===== src/rtl/fetch_unit_pkg.sv =====
// Shared PC-sequencing encodings and helpers for the fetch stage.
// Pure declarations; no timing or flow control of its own.
package fetch_unit_pkg;

    typedef enum logic [3:0] {
        PC_OP_NEXT  = 4'd0,
        PC_OP_J     = 4'd1,
        PC_OP_JR    = 4'd2,
        PC_OP_BZ    = 4'd3,
        PC_OP_BNZ   = 4'd4,
        PC_OP_BGZ   = 4'd5,
        PC_OP_BNGNZ = 4'd6,
        PC_OP_BNG   = 4'd7,
        PC_OP_BG    = 4'd8
    } pc_op_e;

    // Branch displacement: sign-extended 16-bit word offset, in bytes.
    function automatic logic [31:0] branch_offset(input logic [15:0] imm);
        return {{14{imm[15]}}, imm, 2'b00};
    endfunction

endpackage


===== src/rtl/fetch_unit_next_pc.sv =====
// Next-PC target and branch-condition logic, purely combinational (0 cycles).
// No flow control: result is meaningful only when the caller qualifies it.
module fetch_unit_next_pc
    import fetch_unit_pkg::*;
(
    input  logic [31:0] pc_plus4_i,
    input  logic [25:0] imm26_i,
    input  logic [31:0] rs_val_i,
    input  logic [3:0]  pc_op_i,
    input  logic        alu_zero_i,
    input  logic        alu_neg_i,
    output logic [31:0] next_pc_o,
    output logic        misaligned_o
);

    logic        taken;
    logic [31:0] branch_tgt;

    assign branch_tgt = pc_plus4_i + branch_offset(imm26_i[15:0]);

    always_comb begin
        taken     = 1'b0;
        next_pc_o = pc_plus4_i;
        case (pc_op_i)
            PC_OP_J:     next_pc_o = {pc_plus4_i[31:28], imm26_i, 2'b00};
            PC_OP_JR:    next_pc_o = rs_val_i;
            PC_OP_BZ:    taken = alu_zero_i;
            PC_OP_BNZ:   taken = !alu_zero_i;
            PC_OP_BGZ:   taken = !alu_neg_i;
            PC_OP_BNGNZ: taken = alu_neg_i;
            PC_OP_BNG:   taken = alu_neg_i | alu_zero_i;
            PC_OP_BG:    taken = !alu_neg_i & !alu_zero_i;
            default:     next_pc_o = pc_plus4_i;
        endcase
        if (taken) begin
            next_pc_o = branch_tgt;
        end
    end

    // Only JR can produce a misaligned target; jumps and branches stay word-aligned.
    assign misaligned_o = (next_pc_o[1:0] != 2'b00);

endmodule


===== src/rtl/fetch_unit.sv =====
// Fetch/PC-sequencing stage: FETCH -> EXEC per instruction, min 2 cycles each.
// imem_req held until imem_ack; EXEC holds ins until ex_done; misaligned target halts.
module fetch_unit
    import fetch_unit_pkg::*;
#(
    parameter logic [31:0] RESET_PC = 32'hBFC0_0000
) (
    input  logic        clk,
    input  logic        rst,
    output logic        imem_req,
    output logic [31:0] imem_addr,
    input  logic        imem_ack,
    input  logic [31:0] imem_rdata,
    output logic [31:0] ins,
    output logic        ins_valid,
    output logic [31:0] pc,
    output logic [31:0] pc_plus4,
    input  logic [3:0]  pc_op,
    input  logic        alu_zero,
    input  logic        alu_neg,
    input  logic [31:0] rs_val,
    input  logic        ex_done,
    output logic        fetch_err
);

    typedef enum logic [1:0] {
        ST_FETCH = 2'd0,
        ST_EXEC  = 2'd1,
        ST_HALT  = 2'd2
    } state_e;

    state_e      state_q, state_d;
    logic [31:0] pc_q, pc_d;
    logic [31:0] pc_plus4_q, pc_plus4_d;
    logic [31:0] ins_q, ins_d;
    logic        err_q, err_d;
    logic        req_q, req_d;
    logic        valid_q, valid_d;

    logic [31:0] npc;
    logic        npc_misaligned;

    fetch_unit_next_pc u_next_pc (
        .pc_plus4_i   (pc_plus4_q),
        .imm26_i      (ins_q[25:0]),
        .rs_val_i     (rs_val),
        .pc_op_i      (pc_op),
        .alu_zero_i   (alu_zero),
        .alu_neg_i    (alu_neg),
        .next_pc_o    (npc),
        .misaligned_o (npc_misaligned)
    );

    always_comb begin
        state_d    = state_q;
        pc_d       = pc_q;
        pc_plus4_d = pc_plus4_q;
        ins_d      = ins_q;
        err_d      = err_q;
        case (state_q)
            ST_FETCH: begin
                // req_q gates acceptance so the reset-release cycle cannot take an ack.
                if (imem_ack && req_q) begin
                    ins_d   = imem_rdata;
                    state_d = ST_EXEC;
                end
            end
            ST_EXEC: begin
                if (ex_done) begin
                    if (npc_misaligned) begin
                        err_d   = 1'b1;
                        state_d = ST_HALT;
                    end else begin
                        pc_d       = npc;
                        pc_plus4_d = npc + 32'd4;
                        state_d    = ST_FETCH;
                    end
                end
            end
            default: state_d = ST_HALT;
        endcase
        req_d   = (state_d == ST_FETCH);
        valid_d = (state_d == ST_EXEC);
    end

    always_ff @(posedge clk) begin
        if (rst) begin
            state_q    <= ST_FETCH;
            pc_q       <= RESET_PC;
            pc_plus4_q <= RESET_PC + 32'd4;
            ins_q      <= 32'd0;
            err_q      <= 1'b0;
            req_q      <= 1'b0;
            valid_q    <= 1'b0;
        end else begin
            state_q    <= state_d;
            pc_q       <= pc_d;
            pc_plus4_q <= pc_plus4_d;
            ins_q      <= ins_d;
            err_q      <= err_d;
            req_q      <= req_d;
            valid_q    <= valid_d;
        end
    end

    assign imem_req  = req_q;
    assign imem_addr = pc_q;
    assign ins       = ins_q;
    assign ins_valid = valid_q;
    assign pc        = pc_q;
    assign pc_plus4  = pc_plus4_q;
    assign fetch_err = err_q;

endmodule


===== config.mk =====
export PLATFORM = sky130hd
export DESIGN_NAME = fetch_unit
export DESIGN_NICKNAME = d
export VERILOG_FILES = /design/src/rtl/fetch_unit_pkg.sv /design/src/rtl/fetch_unit_next_pc.sv /design/src/rtl/fetch_unit.sv
export SDC_FILE = /design/constraint.sdc
export NUM_CORES = 1
export LEC_CHECK = 0
export CORE_MARGIN = 2
export CORE_UTILIZATION = 49
export CTS_BUF_LIST = sky130_fd_sc_hd__clkbuf_16
export CTS_CLUSTER_DIAMETER = 80
export CTS_CLUSTER_SIZE = 28
export DETAILED_ROUTE_END_ITERATION = 10
export GPL_ROUTABILITY_DRIVEN = 0
export GPL_TIMING_DRIVEN = 0
export HOLD_SLACK_MARGIN = 0.02
export PLACE_DENSITY_LB_ADDON = 0.1
export SKIP_LAST_GASP = 1
export SYNTH_ARGS = -nofsm -noshare
export SYNTH_HDL_FRONTEND = slang
export SYNTH_SLANG_ARGS = --single-unit

===== constraint.sdc =====
create_clock -name clk -period 3.85 [get_ports clk]
set_input_delay 0.385 -clock clk [delete_from_list [all_inputs] [get_ports clk]]
set_output_delay 0.385 -clock clk [all_outputs]
set_load 0.01 [all_outputs]

Yosys cells after proc, flatten, opt, wreduce, memory -nomap -nowiden
Cells that the tools add are included.
- register bits: 101
- input port bits: 74
- logic and storage cells: 38
- $add $sub $neg: 2
- equal/unequal tests: 10
- multiplexer cells: 7
- bitwise operators: 3
- reduce and logical (&&, ||, !) cells: 9
- operators with widths (cell ; count):
    32-bit one-hot mux with 2 select lines ; 1
    32-bit by 3-bit adder with 32-bit output, second input constant ; 1
    32-bit adder ; 1
    32-bit 2-to-1 mux ; 1
    4-bit by 3-bit equality test with 1-bit output, second input constant ; 4
    4-bit by 2-bit equality test with 1-bit output, second input constant ; 2
    2-bit 2-to-1 mux ; 3
    1-bit one-hot mux with 6 select lines ; 1
    3-bit AND reduction ; 2
    2-bit by 1-bit equality test with 1-bit output, second input constant ; 2
    4-bit by 1-bit equality test with 1-bit output, second input constant ; 1
    4-bit equality test, second input constant ; 1
    2-bit zero test ; 2
    2-bit one-hot mux with 2 select lines ; 1
    1-bit zero test ; 2
    2-bit AND reduction ; 1
    2-bit nonzero test ; 1
    1-bit AND ; 1
    1-bit logical AND ; 1
    1-bit NOT ; 1
    1-bit OR ; 1

Longest topological paths before layout
Gate-level depths: netlist of run 1.
- depth in word-level cells: 9
- gate-level depth with buffers: 15
- gate-level depth less buffers: 12

Modules after synthesis
Synthesis of run 1 repeated with hierarchy kept, for this count alone.
- cell total of the unflattened synthesis: 908
- area, all modules: 6959.2 µm²
- modules (own cells, without submodules) (module ; instances ; cells each ; area an instance (µm²) ; sequential area each (µm²)):
    fetch_unit ; 1 ; 552 ; 4406.7 ; 1981.9
    fetch_unit_next_pc ; 1 ; 356 ; 2552.4 ; 0.0

Worst setup path after synthesis of run 1
Ideal clock, no wire load.
- kind: reg2reg
- start: reg ins_q[15] (netlist: ins[15])
- end: reg pc_plus4_q[29] (netlist: pc_plus4[29])
- library setup time: 127 ps
- arrival time: 3414 ps
- required time: 3723 ps
- path slack: 310 ps
- cell stages (with the launch flop): 13
- path buffers: 1
- period minus slack after synthesis: 3540 ps
- path through: dfxtp_1 ha_1 clkbuf_1 a21oi_1 o21a_1 nand2_1 o41a_1 and4_1 or3_1 nand4b_2 nor4_4 and4b_1 nor3_2
- word-level cells in the longest chain between the ends: 3
- elaborated cells between the ends (all ways): 4
- those cells by class: add/sub (2); mux (2)
- RTL lines (what ; line ; RTL):
    start: declaration ; fetch_unit.sv:35 ; logic [31:0] ins_q, ins_d;
    start signal: assignment ; fetch_unit.sv:99 ; ins_q <= ins_d;
    32-bit adder or 32-bit one-hot mux with 2 select lines (tied branches) ; fetch_unit_next_pc.sv:19, fetch_unit_next_pc.sv:24 ;
    32-bit 2-to-1 mux * ; fetch_unit_next_pc.sv:35 ; if (taken) begin
    32-bit by 3-bit adder with 32-bit output * ; fetch_unit.sv:75 ; pc_plus4_d = npc + 32'd4;
    end signal: assignment ; fetch_unit.sv:90 ; pc_plus4_q <= RESET_PC + 32'd4;
    end signal: assignment ; fetch_unit.sv:98 ; pc_plus4_q <= pc_plus4_d;
    end: declaration ; fetch_unit.sv:34 ; logic [31:0] pc_plus4_q, pc_plus4_d;
Mark *: on every way between the ends. The rest lies on a longest branch, timed or not.
A chain may end at the register's enable or synchronous reset.

Final worst setup path of run 1
- start: reg ins_q[5] (netlist: ins[5])
- end: reg pc_plus4_q[29] (netlist: pc_plus4[29])
Same word-level chain as after synthesis.

==> impl_metrics.sql, run 1 <==
INSERT INTO impl_metrics (metric_group, metric, value, unit) VALUES
('run_status', 'run_status', 'completed', ''),
('route', 'route.detailed.drc', '0', ''),
('floorplan', 'floorplan.die.width', '125.7', 'microns'),
('floorplan', 'fp.coreArea', '14480', 'sq um'),
('floorplan', 'die_outline_area', '15800', 'sq um'),
('floorplan', 'initial_utilization', '50.11', '%'),
('route', 'routed-via-count', '8372', ''),
('place', 'placement.io_buffers', '200', ''),
('clock_tree', 'cts_max_path_buffers', '2', ''),
('route', 'ant_nets', '0', ''),
('timing', 'max_clock_freq', '263.5', 'MHz'),
('clock_tree', 'clock_latency_late_sink', '0.37', 'ns'),
('clock_tree', 'clock_tree.htree_level_count', '3', ''),
('timing', 'min_period_over_period', '98.56', '%'),
('clock_tree', 'root_buffer', 'sky130_fd_sc_hd__clkbuf_16', ''),
('worst_setup_path', 'critical_path_arrival', '4.05', 'ns'),
('synth', 'syn-mean-instance-area', '7.582', 'sq um'),
('min_path', 'min_path_type', 'flop to flop', ''),
('synth', 'mappedNetlistNets', '1062', ''),
('floorplan', 'height_of_the_die', '125.7', 'microns'),
('global_route', 'first_global_vias', '7848', ''),
('route', 'drt-total-wl', '26.55', 'mm'),
('synth', 'synth_enable_flop_cells', '0', ''),
('worst_setup_path', 'critPathMaxFanout', '6', ''),
('final_layout', 'post-route-util', '69.11', '%'),
('timing', 'final_report_hold_violation_count', '0', ''),
('worst_setup_path', 'crit_path_category', 'flop to flop', ''),
('global_route', 'grt_start_max_net_pins', '20', ''),
('floorplan', 'row_count', '44', ''),
('worst_setup_path', 'start_kind', 'flop', ''),
('final_layout', 'finish.instance_area', '10010', 'sq um'),
('route', 'vias_per_cell', '6.142', ''),
('global_route', 'gr-total-overflow', '0', ''),
('global_route', 'globalRouteMet2Util', '51.32', '%'),
('synth', 'asyncSetResetFlopFracSynth', '0', '%'),
('timing', 'maxSlewViolCount', '0', ''),
('synth', 'part_of_the_yosys_area_used_for_sequential_elements', '27.32', '%'),
('final_layout', 'n_antenna_cell', '0', ''),
('final_layout', 'sequential_cell_area', '1991', 'sq um'),
('synth', 'synthesis.area', '7256', 'sq um'),
('clock_tree', 'cts_inserted_buffers', '9', ''),
('synth', 'syn-instance-count', '957', ''),
('place', 'dp_hpwl', '20.21', 'mm'),
('route', 'detail_route.wl_per_cell', '19.48', 'microns'),
('power', 'vdd.ir_drop.worst', '0.0002041', 'V'),
('final_layout', 'layout_overhead_on_the_synthesized_area', '37.90', '%'),
('timing', 'skew', '0.01107', 'ns'),
('clock_tree', 'cts.reportedPaths.clkPinSlew', '0.08', 'ns'),
('synth', 'synth_warnings', '0', ''),
('global_route', 'globalRouteTotalUtil', '32.63', '%'),
('floorplan', 'design.portCount', '205', ''),
('global_route', 'globalRouteMet1Util', '42.15', '%'),
('clock_tree', 'cts_hold_buf', '0', ''),
('place', 'placement.cell_area', '9488', 'sq um'),
('timing', 'maxSlewHeadroom', '42.53', '%'),
('route', 'drt_first_iter_violations', '793', ''),
('timing', 'layout_min_cycle_time', '3.794', 'ns'),
('synth', 'synth-seq-cells', '99', ''),
('synth', 'synth_top_area_share', '27.32', '%'),
('synth', 'netlist_top_cells_area', 'sky130_fd_sc_hd__dfxtp_1 (27%), sky130_fd_sc_hd__nand2_1 (7.7%), sky130_fd_sc_hd__a21oi_1 (7.4%)', ''),
('power', 'p_per_area', '280.1', 'nW/um^2'),
('timing', 'worst-slew-pin-transition', '0.8580', 'ns'),
('route', 'firstDrtPassIters', '6', ''),
('global_route', 'initial_antenna_violation_count', '0', ''),
('global_route', 'met3_usage', '8.963', '%'),
('synth', 'postSynth.topFlopCell', 'sky130_fd_sc_hd__dfxtp_1', ''),
('clock_tree', 'tritoncts', 'built', ''),
('final_layout', 'share_of_final_layout_standard_cells_stronger_than_drive_strength_1', '11.45', '%'),
('global_route', 'grt_most_used_layer', 'met2', ''),
('power', 'power.leakage', '3.765', 'nW'),
('job', 'maxcap_viol_count', '0', ''),
('worst_setup_path', 'cp_data_required_time', '4.10', 'ns'),
('global_route', 'wire_length_of_the_first_global_routing_pass', '41.08', 'mm'),
('final_layout', 'multi_input_gate_area', '4791', 'sq um'),
('synth', 'synth.lib_cells_used.distinct', '87', ''),
('synth', 'post-synth-top-area-cell', 'sky130_fd_sc_hd__dfxtp_1', ''),
('final_layout', 'number_of_filler_instances_in_the_final_layout', '1259', ''),
('final_layout', 'finalNetCount', '1279', ''),
('worst_setup_path', 'category_of_the_worst_setup_path_capture_point', 'flop', ''),
('timing', 'setup_viol', '0', ''),
('clock_tree', 'clkSinkCount', '99', '');
-- state kept, by name, summed over array words and instances, names as in the netlist --
name,flops
fetch_err,1
imem_addr,32
imem_req,1
ins,32
ins_valid,1
pc_plus4,30
state_q,2
-- through the flow --
stage	std cells	hold slack [ns]	total power, mW	worst slack (ns)	setup TNS, ns
2_1_floorplan	957	0.4805	1.536	0.3096	0
3_3_place_gp	1341	0.4413	1.828	-0.7755	-26.24
3_5_place_dp	1341	0.4483	1.837	-0.7719	-26.49
4_1_cts	1360	0.4574	2.784	0.01103	0
5_1_grt	1363	0.4884	2.918	-0.04360	-0.05670
6_report	1363	0.4544	2.802	0.05553	0
-- synthesized netlist by cell type, types with 4 or more instances --
cell type                   count
sky130_fd_sc_hd__a211o_1        5
sky130_fd_sc_hd__a211oi_1      35
sky130_fd_sc_hd__a21o_1        13
sky130_fd_sc_hd__a21oi_1      108
sky130_fd_sc_hd__a31oi_1        7
sky130_fd_sc_hd__and3_1        11
sky130_fd_sc_hd__buf_1          4
sky130_fd_sc_hd__buf_2          8
sky130_fd_sc_hd__buf_4         36
sky130_fd_sc_hd__clkbuf_1      51
sky130_fd_sc_hd__dfxtp_1       99
sky130_fd_sc_hd__ha_1          30
sky130_fd_sc_hd__inv_1         13
sky130_fd_sc_hd__mux2i_1        5
sky130_fd_sc_hd__nand2_1      149
sky130_fd_sc_hd__nand2b_1      16
sky130_fd_sc_hd__nand3_1       27
sky130_fd_sc_hd__nand3b_1       5
sky130_fd_sc_hd__nand4_1       14
sky130_fd_sc_hd__nor2_1        54
sky130_fd_sc_hd__nor2b_1       15
sky130_fd_sc_hd__nor3_1        21
sky130_fd_sc_hd__nor3b_1        4
sky130_fd_sc_hd__nor4_1         7
sky130_fd_sc_hd__o211ai_1      10
sky130_fd_sc_hd__o21a_1         6
sky130_fd_sc_hd__o21ai_0       37
sky130_fd_sc_hd__o21ai_1        4
sky130_fd_sc_hd__o21bai_1       5
sky130_fd_sc_hd__o221ai_1       8
sky130_fd_sc_hd__o22ai_1       16
sky130_fd_sc_hd__o2bb2ai_1      4
sky130_fd_sc_hd__o31a_1         4
sky130_fd_sc_hd__o31ai_1       14
sky130_fd_sc_hd__or3_1         10
sky130_fd_sc_hd__or4_1          4
sky130_fd_sc_hd__xnor2_1       16
sky130_fd_sc_hd__xor2_1         9
-- worst max-delay path: stages, from the launching register on --
cell and delay (ns):
sky130_fd_sc_hd__dfxtp_1 0.37, sky130_fd_sc_hd__ha_1 0.39, sky130_fd_sc_hd__o211ai_1 0.17, sky130_fd_sc_hd__o21ai_2 0.30
sky130_fd_sc_hd__nand4_1 0.29, sky130_fd_sc_hd__a21oi_2 0.31, sky130_fd_sc_hd__nor4_1 0.12, sky130_fd_sc_hd__a311oi_4 0.36
sky130_fd_sc_hd__or3b_2 0.47, sky130_fd_sc_hd__buf_2 0.19, sky130_fd_sc_hd__nor4_4 0.27, sky130_fd_sc_hd__buf_4 0.19
sky130_fd_sc_hd__and4b_1 0.22, sky130_fd_sc_hd__nor3_2 0.05
-- final cells by class --
cell class | count | area share, %
inverter | 13 | 0.4877
clock buffer | 9 | 2.251
timing repair buffer | 209 | 20.68
sequential | 99 | 19.90
clock inverter | 7 | 0.8003
buffer | 100 | 5.702
multi-input combinational | 742 | 47.88
tap | 184 | 2.301
-- final timing paths --
path                            depth (start not counted)  slack (ns)      endpoint  startpoint
worst max-delay path                                   13        0.06  pc_plus4[29]      ins[5]
worst min-delay path                                    2        0.45       ins[27]     ins[27]
worst max register to register                         13        0.06  pc_plus4[29]      ins[5]
worst min register to register                          2        0.45       ins[27]     ins[27]
-- routing by layer --
metal	up-vias	routed length [microns]	share of wire (%)
li1	3925	-	-
met1	3827	10680	40
met2	532	11720	44
met3	88	3137	12
met4	0	1005	3.8
met5	-	0	0
-- placed cells by master (no fill, tap or decap), types with 20 or more instances in the layout --
| cell type | Yosys | layout |
|---|---|---|
| sky130_fd_sc_hd__a211oi_1 | 35 | 33 |
| sky130_fd_sc_hd__a21oi_1 | 108 | 104 |
| sky130_fd_sc_hd__buf_4 | 36 | 45 |
| sky130_fd_sc_hd__clkbuf_1 | 51 | 44 |
| sky130_fd_sc_hd__clkdlybuf4s50_1 | 0 | 200 |
| sky130_fd_sc_hd__dfxtp_1 | 99 | 94 |
| sky130_fd_sc_hd__ha_1 | 30 | 28 |
| sky130_fd_sc_hd__nand2_1 | 149 | 149 |
| sky130_fd_sc_hd__nand3_1 | 27 | 26 |
| sky130_fd_sc_hd__nor2_1 | 54 | 54 |
| sky130_fd_sc_hd__nor3_1 | 21 | 20 |
| sky130_fd_sc_hd__o21ai_0 | 37 | 35 |
-- cell families (layout without fill, tap and decap cells) --
family	count (synthesis)	count (layout)	share of synthesized area (%)
multiplexers	8	8	1.207
buffers and inverters	116	338	8.570
AO/OA/AOI/OAI	318	318	29.25
XOR/XNOR	25	25	3.018
AND/OR/NAND/NOR	360	360	25.19
flip-flops	99	99	27.32
adder cells (fa/ha/maj)	31	31	5.449
-- report_power, final --
group / leakage [nW] / switching, mW / internal, mW
combinational: 2.81 / 0.404 / 0.334
sequential: 0.806 / 0.0483 / 1.06
clock: 0.151 / 0.439 / 0.516
total: 3.76 / 0.891 / 1.91
-- timing repair --
item	in CTS	in global routing
cloned	0	0
pin swaps	4	6
buffers inserted	3	6
setup endpoints to repair	48	53
resized for setup	19	27
Power figures use the tool's default switching activity.
==> run 2, diff against run 1 <==
--- a/config.mk
+++ b/config.mk
@@ -15,7 +15,6 @@
 export GPL_TIMING_DRIVEN = 0
 export HOLD_SLACK_MARGIN = 0.02
 export PLACE_DENSITY_LB_ADDON = 0.1
-export SKIP_LAST_GASP = 1
 export SYNTH_ARGS = -nofsm -noshare
 export SYNTH_HDL_FRONTEND = slang
 export SYNTH_SLANG_ARGS = --single-unit
==> results of run 2 <==
No change in the layout: final DEF, timing and power equal those of run 1.
==> run 3, diff against run 2 <==
--- a/config.mk
+++ b/config.mk
@@ -17,4 +17,5 @@
 export PLACE_DENSITY_LB_ADDON = 0.1
 export SYNTH_ARGS = -nofsm -noshare
 export SYNTH_HDL_FRONTEND = slang
+export SYNTH_HIERARCHICAL = 1
 export SYNTH_SLANG_ARGS = --single-unit
==> run 3 against run 2 <==
  * Hold slack worse by 0.00094 ns
  * Clock power is 2.6% lower
  * Maximum frequency is 1.5% higher
  * Sequential cell count stayed put
  * Wire length is 5.9% lower
  * Sequential power hardly changed
  * Highest routed layer unchanged
==> impl_metrics.sql, run 3 <==
INSERT INTO impl_metrics (metric_group, metric, value, unit) VALUES
('worst_setup_path', 'critPathMaxStageDelay', '0.62', 'ns'),
('synth', 'ys_top_cells_by_count', 'sky130_fd_sc_hd__nand2_1 (171), sky130_fd_sc_hd__a21oi_1 (118), sky130_fd_sc_hd__dfxtp_1 (99)', ''),
('worst_setup_path', 'cp_data_required_time', '4.13', 'ns'),
('final_layout', 'number_of_filler_instances_in_the_final_layout', '1204', ''),
('clock_tree', 'tritoncts', 'built', ''),
('worst_setup_path', 'critical_path_arrival', '4.02', 'ns'),
('synth', 'asyncSetResetFlopFracSynth', '0', '%'),
('worst_setup_path', 'critical_path.reg2reg.startpoint', 'pc_plus4[2]', ''),
('final_layout', 'layout_overhead_on_the_synthesized_area', '40.96', '%'),
('floorplan', 'initial_utilization', '50.14', '%'),
('place', 'placement.cell_area', '9226', 'sq um'),
('worst_setup_path', 'critical_path_depth', '12', ''),
('synth', 'synth-seq-cells', '99', ''),
('synth', 'synth_enable_flop_cells', '0', ''),
('final_layout', 'finalNetCount', '1242', ''),
('final_layout', 'most_common_cell_after_layout_fill_and_taps_aside', 'sky130_fd_sc_hd__clkdlybuf4s50_1', ''),
('clock_tree', 'root_buffer', 'sky130_fd_sc_hd__clkbuf_16', ''),
('worst_setup_path', 'r2r.worst_path.cells', '14', ''),
('synth', 'postSynth.topFlopCell', 'sky130_fd_sc_hd__dfxtp_1', ''),
('route', 'detail_route.wl_per_cell', '18.91', 'microns'),
('clock_tree', 'cts_max_path_buffers', '2', ''),
('floorplan', 'fp.coreArea', '13880', 'sq um'),
('synth', 'synth_warnings', '6', ''),
('floorplan', 'height_of_the_die', '123.2', 'microns'),
('clock_tree', 'cts.reportedPaths.clkPinSlew', '0.07', 'ns'),
('route', 'firstDrtPassIters', '5', ''),
('worst_setup_path', 'crit_path_category', 'input port to flop', ''),
('global_route', 'wire_length_of_the_first_global_routing_pass', '38.01', 'mm'),
('floorplan', 'row_count', '43', ''),
('global_route', 'gr-total-overflow', '0', ''),
('worst_setup_path', 'start_kind', 'input port', ''),
('power', 'power.total', '2.753', 'mW'),
('place', 'placement.io_buffers', '204', ''),
('final_layout', 'share_of_final_layout_standard_cells_stronger_than_drive_strength_1', '13.05', '%'),
('final_layout', 'finish.instance_area', '9809', 'sq um'),
('synth', 'post-synth-top-area-cell', 'sky130_fd_sc_hd__dfxtp_1', ''),
('worst_setup_path', 'category_of_the_worst_setup_path_capture_point', 'flop', ''),
('worst_setup_path', 'critPathBufInv', '3', ''),
('global_route', 'initial_antenna_violation_count', '0', ''),
('route', 'wl_met2', '11.49', 'mm'),
('floorplan', 'die_outline_area', '15170', 'sq um'),
('timing', 'max_clock_freq', '267.4', 'MHz'),
('run_status', 'run_status', 'completed', ''),
('route', 'vias_per_cell', '6.033', ''),
('synth', 'mappedNetlistNets', '1013', ''),
('worst_setup_path', 'critical_path.most_common_cell', 'sky130_fd_sc_hd__buf_2', ''),
('clock_tree', 'clock_tree.htree_level_count', '3', ''),
('clock_tree', 'clock_latency_late_sink', '0.36', 'ns'),
('global_route', 'first_global_vias', '7344', ''),
('final_layout', 'post-route-util', '70.67', '%'),
('final_layout', 'multi_input_gate_area', '4583', 'sq um'),
('synth', 'synthesis.area', '6959', 'sq um'),
('min_path', 'min_delay_path_depth', '2', ''),
('floorplan', 'floorplan.die.width', '123.2', 'microns'),
('floorplan', 'design.portCount', '205', ''),
('worst_setup_path', 'worst_setup_path_startpoint', 'pc_op[1]', ''),
('final_layout', 'sequential_cell_area', '1986', 'sq um'),
('timing', 'maxSlewViolCount', '0', ''),
('synth', 'syn-instance-count', '908', ''),
('timing', 'min_period_over_period', '97.12', '%'),
('route', 'route.detailed.drc', '0', ''),
('timing', 'final_report_hold_violation_count', '0', ''),
('final_layout', 'top_library_cells_by_usage_in_the_layout_fill_and_taps_aside', 'sky130_fd_sc_hd__clkdlybuf4s50_1 (204), sky130_fd_sc_hd__nand2_1 (171), sky130_fd_sc_hd__a21oi_1 (105)', ''),
('power', 'p_per_area', '280.7', 'nW/um^2'),
('worst_setup_path', 'cp_top_family', 'simple AND/OR/NAND/NOR gates', ''),
('synth', 'part_of_the_yosys_area_used_for_sequential_elements', '28.48', '%'),
('synth', 'synth.lib_cells_used.distinct', '76', ''),
('power', 'power.leakage', '3.735', 'nW'),
('synth', 'synth_most_common_cell', 'sky130_fd_sc_hd__nand2_1', ''),
('worst_setup_path', 'cpMaxStageDelayCell', 'sky130_fd_sc_hd__clkdlybuf4s50_1', ''),
('timing', 'worst-slew-pin-transition', '0.8531', 'ns'),
('route', 'detailroute.wirelength.met3', '2.171', 'mm'),
('job', 'maxcap_viol_count', '0', ''),
('synth', 'netlist_top_cells_area', 'sky130_fd_sc_hd__dfxtp_1 (28%), sky130_fd_sc_hd__nand2_1 (9.2%), sky130_fd_sc_hd__a21oi_1 (8.5%)', ''),
('timing', 'skew', '0.01040', 'ns'),
('worst_setup_path', 'crit-reg2reg-capture', 'pc_plus4[25]', ''),
('synth', 'syn-mean-instance-area', '7.664', 'sq um'),
('final_layout', 'final_cells', '1322', ''),
('worst_setup_path', 'reg2reg_slack', '0.12', 'ns'),
('route', 'drt-total-wl', '24.99', 'mm'),
('min_path', 'min_path_type', 'flop to flop', ''),
('clock_tree', 'clkSinkCount', '99', ''),
('global_route', 'globalRouteTotalUtil', '32.34', '%'),
('route', 'routed-via-count', '7976', ''),
('timing', 'layout_min_cycle_time', '3.739', 'ns'),
('place', 'dp_hpwl', '18.49', 'mm'),
('power', 'vdd.ir_drop.worst', '0.0002345', 'V'),
('timing', 'maxSlewHeadroom', '43.12', '%'),
('place', 'dp.cells', '1292', ''),
('timing', 'setup_viol', '0', ''),
('clock_tree', 'cts_hold_buf', '0', ''),
('route', 'dr.max_layer_used', 'met4', ''),
('worst_setup_path', 'crit_path_to', 'pc_plus4[26]', ''),
('route', 'drt-met1-wl', '10.19', 'mm'),
('worst_setup_path', 'crit_path_cells', 'clkdlybuf4s50_1 -> nor4b_4 -> buf_2 -> a22o_1 -> a21oi_1 -> o21ai_1 -> ha_1 -> and3_1 -> buf_2 -> nand4_2 -> o31a_1 -> nor3_1', ''),
('route', 'drt_first_iter_violations', '691', ''),
('synth', 'synth_top_area_share', '28.48', '%'),
('route', 'ant_nets', '0', ''),
('final_layout', 'n_antenna_cell', '0', ''),
('clock_tree', 'cts_inserted_buffers', '9', ''),
('worst_setup_path', 'critPathMaxFanout', '10', ''),
('global_route', 'grt_start_max_net_pins', '24', '');
run 3: changes by cell type in the layout (fill, tap and decap cells not counted), sizes merged, moves of 10 or more:
| cell | previous run | this run |
|---|---|---|
| buf | 60 | 70 |
| nand2b | 16 | 4 |
| nand2 | 149 | 172 |
| o31ai | 14 | 2 |
| nor2 | 54 | 19 |
| nor2b | 15 | 3 |
| a22o | 1 | 26 |
| clkbuf | 58 | 43 |
| a21oi | 108 | 120 |
| o22ai | 16 | 0 |
run 3: how the worst min path moves through the flow:
stage                          start       end  slack (ns)
after detailed placement     ins[30]   ins[30]        0.45
after global routing         ins[31]   ins[31]        0.48
final                        ins[30]   ins[30]        0.45
after floorplan           state_q[1]  imem_req        0.48
after CTS                    ins[30]   ins[30]        0.46
after global placement       ins[30]   ins[30]        0.44
run 3: cells by family after synthesis:
group | count (synthesis) | share of synthesized area [%]
xor gates and xnor gates | 32 | 4.027
DFF | 99 | 28.48
buffers and inverters | 107 | 8.055
AOI/OAI and AO/OA | 285 | 26.73
muxes | 12 | 1.780
and+or+nand+nor | 342 | 25.24
adders and majority gates | 31 | 5.681
run 3: layout make-up:
cell class	count	area share, %
timing repair buffer	218	21.89
clock inverter	7	0.7653
clock buffer	9	2.296
multi-input combinational	702	46.72
sequential	99	20.24
inverter	17	0.6505
tap	180	2.296
buffer	90	5.140
run 3: what timing repair did:
item	CTS	global route
gates resized for setup	18	34
setup endpoints to repair	43	18
setup buffers	5	9
pin swaps	3	9
run 3: stage by stage:
step                      worst slack, ns  hold WS (ns)  setup TNS, ns
final                              0.1108        0.4535              0
after global routing             -0.04742        0.4820        -0.1107
after CTS                        0.001962        0.4557              0
after detailed placement          -0.6946        0.4453         -25.86
after global placement            -0.6451        0.4421         -19.43
after floorplan                    0.5271        0.4774              0
run 3: metal layers:
| layer | up-vias | GRT usage [%] |
|---|---|---|
| met2 | 460 | 51.89 |
| met1 | 3699 | 41.18 |
| met5 | - | 0 |
| li1 | 3741 | - |
| met3 | 76 | 6.919 |
| met4 | 0 | 15.70 |
run 3: power by group:
group,leakage [nW],total (mW),switching [mW],internal [mW]
clock,0.146,0.930,0.420,0.510
sequential,0.804,1.10,0.0427,1.06
combinational,2.79,0.721,0.402,0.318
run 3: worst register-to-register path: stages, from the launching register on:
cell and delay [ns]:
sky130_fd_sc_hd__dfxtp_1 0.36, sky130_fd_sc_hd__ha_1 0.25, sky130_fd_sc_hd__fa_2 0.39, sky130_fd_sc_hd__a211oi_2 0.27, sky130_fd_sc_hd__o21ai_1 0.16, sky130_fd_sc_hd__a22oi_2 0.30, sky130_fd_sc_hd__a211oi_1 0.18, sky130_fd_sc_hd__or3_1 0.40
sky130_fd_sc_hd__nand3_1 0.12, sky130_fd_sc_hd__o21ai_2 0.14, sky130_fd_sc_hd__nand4_1 0.20, sky130_fd_sc_hd__buf_4 0.20, sky130_fd_sc_hd__nor2_1 0.10, sky130_fd_sc_hd__a2111oi_0 0.46, sky130_fd_sc_hd__a311oi_1 0.08
